==> src/rtl/fifo_wr_arbiter_if.sv <==
// ---------------------------------------------------------------------------
// fifo_wr_arbiter_if
// Bundles the requester-side handshake and the FIFO write-side signals of
// fifo_wr_arbiter.
//   master : arbiter view. It drives req_ready, the FIFO write port and the
//            grant/error status.
//   slave  : environment view. Producers and the FIFO drive req_* and the
//            FIFO flags.
// Signals
//   req_valid/req_last [N_REQ]   per-requester valid / last beat of burst
//   req_data [N_REQ*FIFO_WIDTH]  packed data, requester i at [i*W +: W]
//   req_ready [N_REQ]            beat accepted this cycle
//   fifo_wr_en, fifo_data_in     FIFO write port
//   fifo_full, fifo_overflow     FIFO flags
//   grant_valid, grant_id        current owner of the write port
//   err_overflow                 sticky overflow error
// ---------------------------------------------------------------------------
interface fifo_wr_arbiter_if #(
  parameter int N_REQ      = 4,
  parameter int FIFO_WIDTH = 16
);
  localparam int ID_W = $clog2(N_REQ);

  logic [N_REQ-1:0]            req_valid;
  logic [N_REQ-1:0]            req_last;
  logic [N_REQ*FIFO_WIDTH-1:0] req_data;
  logic [N_REQ-1:0]            req_ready;
  logic                        fifo_wr_en;
  logic [FIFO_WIDTH-1:0]       fifo_data_in;
  logic                        fifo_full;
  logic                        fifo_overflow;
  logic                        grant_valid;
  logic [ID_W-1:0]             grant_id;
  logic                        err_overflow;

  modport master (
    input  req_valid, req_last, req_data, fifo_full, fifo_overflow,
    output req_ready, fifo_wr_en, fifo_data_in, grant_valid, grant_id, err_overflow
  );

  modport slave (
    output req_valid, req_last, req_data, fifo_full, fifo_overflow,
    input  req_ready, fifo_wr_en, fifo_data_in, grant_valid, grant_id, err_overflow
  );
endinterface

==> src/rtl/fifo_wr_arbiter.sv <==
// ---------------------------------------------------------------------------
// fifo_wr_arbiter
// Shares the single write port of a synchronous FIFO between N_REQ
// requesters. Round-robin arbitration, rotating once per completed burst;
// a grant lasts at most BURST_MAX beats. fifo_full stalls the owner without
// ending its burst. fifo_overflow is latched into a sticky error.
// Ports
//   clk  : clock, all logic on posedge
//   rst  : synchronous active-high reset
//   bus  : fifo_wr_arbiter_if.master (requester handshake, FIFO write side,
//          grant status, err_overflow)
// fifo_wr_en, fifo_data_in and req_ready are combinational from the
// registered grant. grant_valid, grant_id and err_overflow are registers.
// ---------------------------------------------------------------------------
module fifo_wr_arbiter #(
  parameter int N_REQ      = 4,
  parameter int FIFO_WIDTH = 16,
  parameter int BURST_MAX  = 4
) (
  input logic                clk,
  input logic                rst,
  fifo_wr_arbiter_if.master  bus
);
  localparam int ID_W  = $clog2(N_REQ);
  localparam int CNT_W = $clog2(BURST_MAX) + 1;
  localparam logic [CNT_W-1:0] LAST_BEAT = CNT_W'(BURST_MAX - 1);

  typedef enum logic [0:0] {
    ST_IDLE  = 1'b0,
    ST_BURST = 1'b1
  } state_e;

  state_e          state_r,       state_n;
  logic [ID_W-1:0] grant_id_r,    grant_id_n;
  logic            grant_valid_r, grant_valid_n;
  logic [ID_W-1:0] last_grant_r,  last_grant_n;
  logic [CNT_W-1:0] beat_cnt_r,   beat_cnt_n;
  logic            err_overflow_r;

  logic [N_REQ-1:0]      ready_s;
  logic                  wr_en_s;
  logic [FIFO_WIDTH-1:0] data_s;
  logic                  owner_valid_s;
  logic                  owner_last_s;
  logic [FIFO_WIDTH-1:0] owner_data_s;

  // First requester with valid set, searching upward from last+1 modulo N_REQ.
  function automatic logic [ID_W-1:0] rr_pick(input logic [N_REQ-1:0] valid,
                                               input logic [ID_W-1:0]  last);
    logic [ID_W-1:0] pick;
    logic            found;
    int              idx;
    pick  = '0;
    found = 1'b0;
    for (int i = 1; i <= N_REQ; i++) begin
      idx = (int'(last) + i) % N_REQ;
      if (!found && valid[idx]) begin
        pick  = ID_W'(idx);
        found = 1'b1;
      end else begin
        found = found;
      end
    end
    return pick;
  endfunction

  // Select the current owner's valid/last/data slice.
  always_comb begin
    owner_valid_s = 1'b0;
    owner_last_s  = 1'b0;
    owner_data_s  = '0;
    for (int i = 0; i < N_REQ; i++) begin
      if (grant_id_r == ID_W'(i)) begin
        owner_valid_s = bus.req_valid[i];
        owner_last_s  = bus.req_last[i];
        owner_data_s  = bus.req_data[i*FIFO_WIDTH +: FIFO_WIDTH];
      end else begin
        owner_valid_s = owner_valid_s;
      end
    end
  end

  // Next-state logic and combinational write-port outputs.
  always_comb begin
    state_n       = state_r;
    grant_id_n    = grant_id_r;
    grant_valid_n = grant_valid_r;
    last_grant_n  = last_grant_r;
    beat_cnt_n    = beat_cnt_r;
    ready_s       = '0;
    wr_en_s       = 1'b0;
    data_s        = '0;

    case (state_r)
      ST_IDLE: begin
        if (|bus.req_valid) begin
          state_n       = ST_BURST;
          grant_id_n    = rr_pick(bus.req_valid, last_grant_r);
          grant_valid_n = 1'b1;
          beat_cnt_n    = '0;
        end else begin
          state_n = ST_IDLE;
        end
      end

      ST_BURST: begin
        // rst gating keeps the reset cycle free of writes and accepted beats.
        for (int i = 0; i < N_REQ; i++) begin
          if (grant_id_r == ID_W'(i)) begin
            ready_s[i] = !bus.fifo_full && !rst;
          end else begin
            ready_s[i] = 1'b0;
          end
        end
        wr_en_s = owner_valid_s && !bus.fifo_full && !rst;
        data_s  = owner_data_s;

        if (!owner_valid_s) begin
          // Owner dropped: close the burst without a write.
          state_n       = ST_IDLE;
          grant_valid_n = 1'b0;
          last_grant_n  = grant_id_r;
          beat_cnt_n    = '0;
        end else if (wr_en_s) begin
          if (owner_last_s || (beat_cnt_r == LAST_BEAT)) begin
            state_n       = ST_IDLE;
            grant_valid_n = 1'b0;
            last_grant_n  = grant_id_r;
            beat_cnt_n    = '0;
          end else begin
            beat_cnt_n = beat_cnt_r + CNT_W'(1);
          end
        end else begin
          // Stalled on fifo_full: grant and beat count hold.
          beat_cnt_n = beat_cnt_r;
        end
      end

      default: begin
        state_n       = ST_IDLE;
        grant_valid_n = 1'b0;
      end
    endcase
  end

  // Arbiter state registers.
  always_ff @(posedge clk) begin
    if (rst) begin
      state_r       <= ST_IDLE;
      grant_id_r    <= '0;
      grant_valid_r <= 1'b0;
      last_grant_r  <= ID_W'(N_REQ - 1);
      beat_cnt_r    <= '0;
    end else begin
      state_r       <= state_n;
      grant_id_r    <= grant_id_n;
      grant_valid_r <= grant_valid_n;
      last_grant_r  <= last_grant_n;
      beat_cnt_r    <= beat_cnt_n;
    end
  end

  // Sticky overflow error, cleared only by reset.
  always_ff @(posedge clk) begin
    if (rst) begin
      err_overflow_r <= 1'b0;
    end else if (bus.fifo_overflow) begin
      err_overflow_r <= 1'b1;
    end else begin
      err_overflow_r <= err_overflow_r;
    end
  end

  assign bus.req_ready    = ready_s;
  assign bus.fifo_wr_en   = wr_en_s;
  assign bus.fifo_data_in = data_s;
  assign bus.grant_valid  = grant_valid_r;
  assign bus.grant_id     = grant_id_r;
  assign bus.err_overflow = err_overflow_r;

endmodule

==> src/flat_wrapper.sv <==
// flat-port wrapper written by rule: the top's interface ports become plain ports
module fifo_wr_arbiter_flat 
#(
  parameter int N_REQ      = 4,
  parameter int FIFO_WIDTH = 16,
  parameter int BURST_MAX  = 4
)
  (clk, rst, bus_req_valid, bus_req_last, bus_req_data, bus_fifo_full, bus_fifo_overflow, bus_req_ready, bus_fifo_wr_en, bus_fifo_data_in, bus_grant_valid, bus_grant_id, bus_err_overflow);
  fifo_wr_arbiter_if #(.N_REQ(N_REQ), .FIFO_WIDTH(FIFO_WIDTH)) bus_i ();
  input logic clk;
  input logic rst;
  input wire logic [$bits(bus_i.req_valid)-1:0] bus_req_valid;
  input wire logic [$bits(bus_i.req_last)-1:0] bus_req_last;
  input wire logic [$bits(bus_i.req_data)-1:0] bus_req_data;
  input wire logic [$bits(bus_i.fifo_full)-1:0] bus_fifo_full;
  input wire logic [$bits(bus_i.fifo_overflow)-1:0] bus_fifo_overflow;
  output wire logic [$bits(bus_i.req_ready)-1:0] bus_req_ready;
  output wire logic [$bits(bus_i.fifo_wr_en)-1:0] bus_fifo_wr_en;
  output wire logic [$bits(bus_i.fifo_data_in)-1:0] bus_fifo_data_in;
  output wire logic [$bits(bus_i.grant_valid)-1:0] bus_grant_valid;
  output wire logic [$bits(bus_i.grant_id)-1:0] bus_grant_id;
  output wire logic [$bits(bus_i.err_overflow)-1:0] bus_err_overflow;
  assign bus_i.req_valid = bus_req_valid;
  assign bus_i.req_last = bus_req_last;
  assign bus_i.req_data = bus_req_data;
  assign bus_i.fifo_full = bus_fifo_full;
  assign bus_i.fifo_overflow = bus_fifo_overflow;
  assign bus_req_ready = bus_i.req_ready;
  assign bus_fifo_wr_en = bus_i.fifo_wr_en;
  assign bus_fifo_data_in = bus_i.fifo_data_in;
  assign bus_grant_valid = bus_i.grant_valid;
  assign bus_grant_id = bus_i.grant_id;
  assign bus_err_overflow = bus_i.err_overflow;
  fifo_wr_arbiter #(.N_REQ(N_REQ), .FIFO_WIDTH(FIFO_WIDTH), .BURST_MAX(BURST_MAX)) u_core (.clk(clk), .rst(rst), .bus(bus_i));
endmodule
==> config.mk <==
export PLATFORM = sky130hd
export DESIGN_NAME = fifo_wr_arbiter_flat
export DESIGN_NICKNAME = d
export VERILOG_FILES = /design/src/rtl/fifo_wr_arbiter_if.sv /design/src/rtl/fifo_wr_arbiter.sv /design/src/flat_wrapper.sv
export SDC_FILE = /design/constraint.sdc
export NUM_CORES = 1
export LEC_CHECK = 0
export ABC_AREA = 1
export BUFFER_PORTS_ARGS = -buffer_cell sky130_fd_sc_hd__buf_2
export CORE_ASPECT_RATIO = 1.4
export CORE_UTILIZATION = 44
export CTS_CLUSTER_DIAMETER = 100
export DETAILED_ROUTE_END_ITERATION = 10
export PLACE_DENSITY = 0.85
export SLEW_MARGIN = 20
export SYNTH_ARGS = -nofsm -noshare
export SYNTH_HDL_FRONTEND = slang
export SYNTH_SLANG_ARGS = --single-unit
==> constraint.sdc <==
create_clock -name clk -period 2.3 [get_ports clk]
set_input_delay 0 -clock clk [delete_from_list [all_inputs] [get_ports clk]]
set_output_delay 0 -clock clk [all_outputs]
set_load 0.02 [all_outputs]
==> metrics.csv <==
metric,value,unit
status,"finished, final reports clean",
clock_path_buffers,2,
fin_ws,0.313,ns
fin_cells,383,
end_kind,output pin,
core_area,2880,um2
dp.cells,377,
yosys.area.top_type,o21ai_0,
insertion_delay,0.24,ns
yosysTopAreaCellShare,17.3,%
grt_use_met1,32.9,%
vias,1980,
drt_iter0_markers,47,
rows,23,
worstSetupPathType,reg -> out,
ys_ff_latch,10,
die_area,3250,um2
die_w,48.4,um
synth_nets,325,
ant_nets,0,
syn_area,1330,um2
yosysWarnings,0,
layout.nets,425,
wl,4640,um
relSlewSlack,65.0,%
globalplace.congestion,0.847,
irDropWorstVdd,0.481,mV
antenna_found_initial,0,
die_h,67.0,um
p_sw_share,51.8,%
period_minus_slack,1.99,ns
grt_start_max_net_pins,18,
fin_tns_setup,0,ns
syn_area_per_cell,5.38,um2
dp_hpwl,3640,um
finClkSkew,0.00506,ns
start_util,46.2,%
post_drt_via_cell_ratio,5.17,
p_clk_share,14.7,%
hold_violations,0,
syn_inst,247,
worstPathArrival,1.99,ns
synthToLayoutAreaGrowth,45.4,%
p_leak,1.15,nW
fmax,503,MHz
cp_max_fo,17,
cts_root_buf,clkbuf_8,
avgRoutedWirePerCell,12.1,um
diodes,0,
timing.final.crit_share,86.4,%
met3_usage,3.42,%
critical_path_required,2.30,ns
design_area,1930,um2
p_per_area,782,nW/um2
port_buffers,100,
ios,101,
synth_area_leaders,"o21ai_0 17%, nand2_1 16%, dfxtp_1 15%",
htree_levels,1,
worst_pin_slew,0.524,ns
reg2reg_setup_slack,0.55,ns
gr-total-overflow,0,
grt_setup_unrepaired,no,
dpl_cell_area,1860,um2
dr.pass1.iters,4,
setup_viol,0,
max_cap_violations,0,
p_int,0.000728,W
start_kind,register,
numCtsBuffers,3,
drive_gt1_share,35.3,%
drcViolationCount,0,
cts_tree,yes,
drv_slew,0,
grt_pass1_vias,1706,
combinationalPowerShare,66.3,%
power.share.sequential,18.9,%
seq_area_frac_synth,15.1,%
grtUsageMet2,54.8,%
synth_cell_types,26,
top_usage_layer,met2,
cts_sinks,10,
grt_pass1_wl,7370,um
clk_pin_slew,0.05,ns
hold_path.class,in -> reg,
power.switching,0.000783,W
pre_cts_slack,0.567,ns
track_usage,28.2,%
## area by class of cell
cell class                      count  area, um2
Timing Repair Buffer              106        551
Clock buffer                        4       55.1
Sequential cell                    10        200
Fill cell                         299        946
Tap cell                           37       46.3
Inverter                           32        125
Multi-Input combinational cell    194        955
## metrics by stage
stage          util, %  power, W  hold WS (ns)
3_3_place_gp      64.5   0.00126         0.204
5_1_grt           67.1   0.00165         0.313
4_1_cts           67.1   0.00150         0.271
2_1_floorplan        -  0.000996        0.0724
3_5_place_dp      64.5   0.00128         0.212
6_report          67.1   0.00151         0.267
## synth_stat cells, drive strengths merged
cell,number
nand2,63
o21ai,49
inv,32
nor2,29
nand3,24
dfxtp,10
o211ai,10
o22ai,7
a21oi,6
buf,6
clkbuf,5
ha,2
nand4,2
nand3b,1
or2,1
## sequential cells by signal, summed over array words and instances, names as in the netlist
register	cells
u_core.state_r	1
u_core.bus.grant_valid	1
u_core.beat_cnt_r	3
u_core.bus.err_overflow	1
u_core.last_grant_r	2
u_core.bus.grant_id	2
## cells by family (layout without fill, tap and decap cells)
logic type / after synthesis / in the layout / synth area share (%)
simple gates: 120 / 120 / 39.1
compound gates: 72 / 72 / 30.9
fa+ha+maj: 2 / 2 / 1.88
flops: 10 / 10 / 15.1
buf+inv: 43 / 142 / 13.1
## cells in the final DEF, fill, tap and decap left out, types with 2 or more instances in the layout
cell type and n:
nor2_1 28, o21ai_1 3, inv_2 3, a21oi_1 5, dlygate4sd3_1 2, buf_2 100
nand2_1 58, o21ai_0 46, o22ai_1 7, nand3_1 23, dfxtp_1 10, clkbuf_8 4
inv_1 28, buf_4 4, o211ai_1 9, nand4_1 2, nand2_2 4, ha_1 2
## power groups by stage
stage | Clock [W] | Combinational [W] | Sequential, W
final | 0.000223 | 0.00100 | 0.000286
after detailed placement | 0 | 0.000988 | 0.000288
after floorplan | 0 | 0.000737 | 0.000259
after global placement | 0 | 0.000976 | 0.000286
after CTS | 0.000219 | 0.000996 | 0.000285
after global routing | 0.000230 | 0.00113 | 0.000297
## layer usage
layer | wire length, um | part of all wire, %
met1 | 1960 | 42
met2 | 2360 | 51
met3 | 277 | 6.0
met4 | 46 | 0.99
met5 | 0 | 0
## repair_timing
| item | 4_1_cts | 5_1_grt |
|---|---|---|
| resized for setup | 0 | 0 |
| buffers inserted | 0 | 0 |
| hold buffers | 2 | 0 |
| endpoints found under the hold margin | 1 | 0 |
## worst max-delay path, stage by stage, from the launching register on
cell and delay (ns):
dfxtp_1 0.64, inv_2 0.21, nand2_1 0.31, nor2_1 0.06, o21ai_0 0.19, o211ai_1 0.11, inv_1 0.07, buf_2 0.15
## final timing paths
| check | to | depth (start not counted) | from |
|---|---|---|---|
| worst max-delay path | bus_fifo_data_in[3] | 7 | u_core.bus.grant_id[1] |
| worst min-delay path | u_core.beat_cnt_r[0] | 7 | bus_req_last[2] |
| worst max register to register | u_core.beat_cnt_r[2] | 8 | u_core.bus.grant_id[1] |
| worst min register to register | u_core.beat_cnt_r[2] | 2 | u_core.beat_cnt_r[2] |
(Power assumes the default switching activity.)
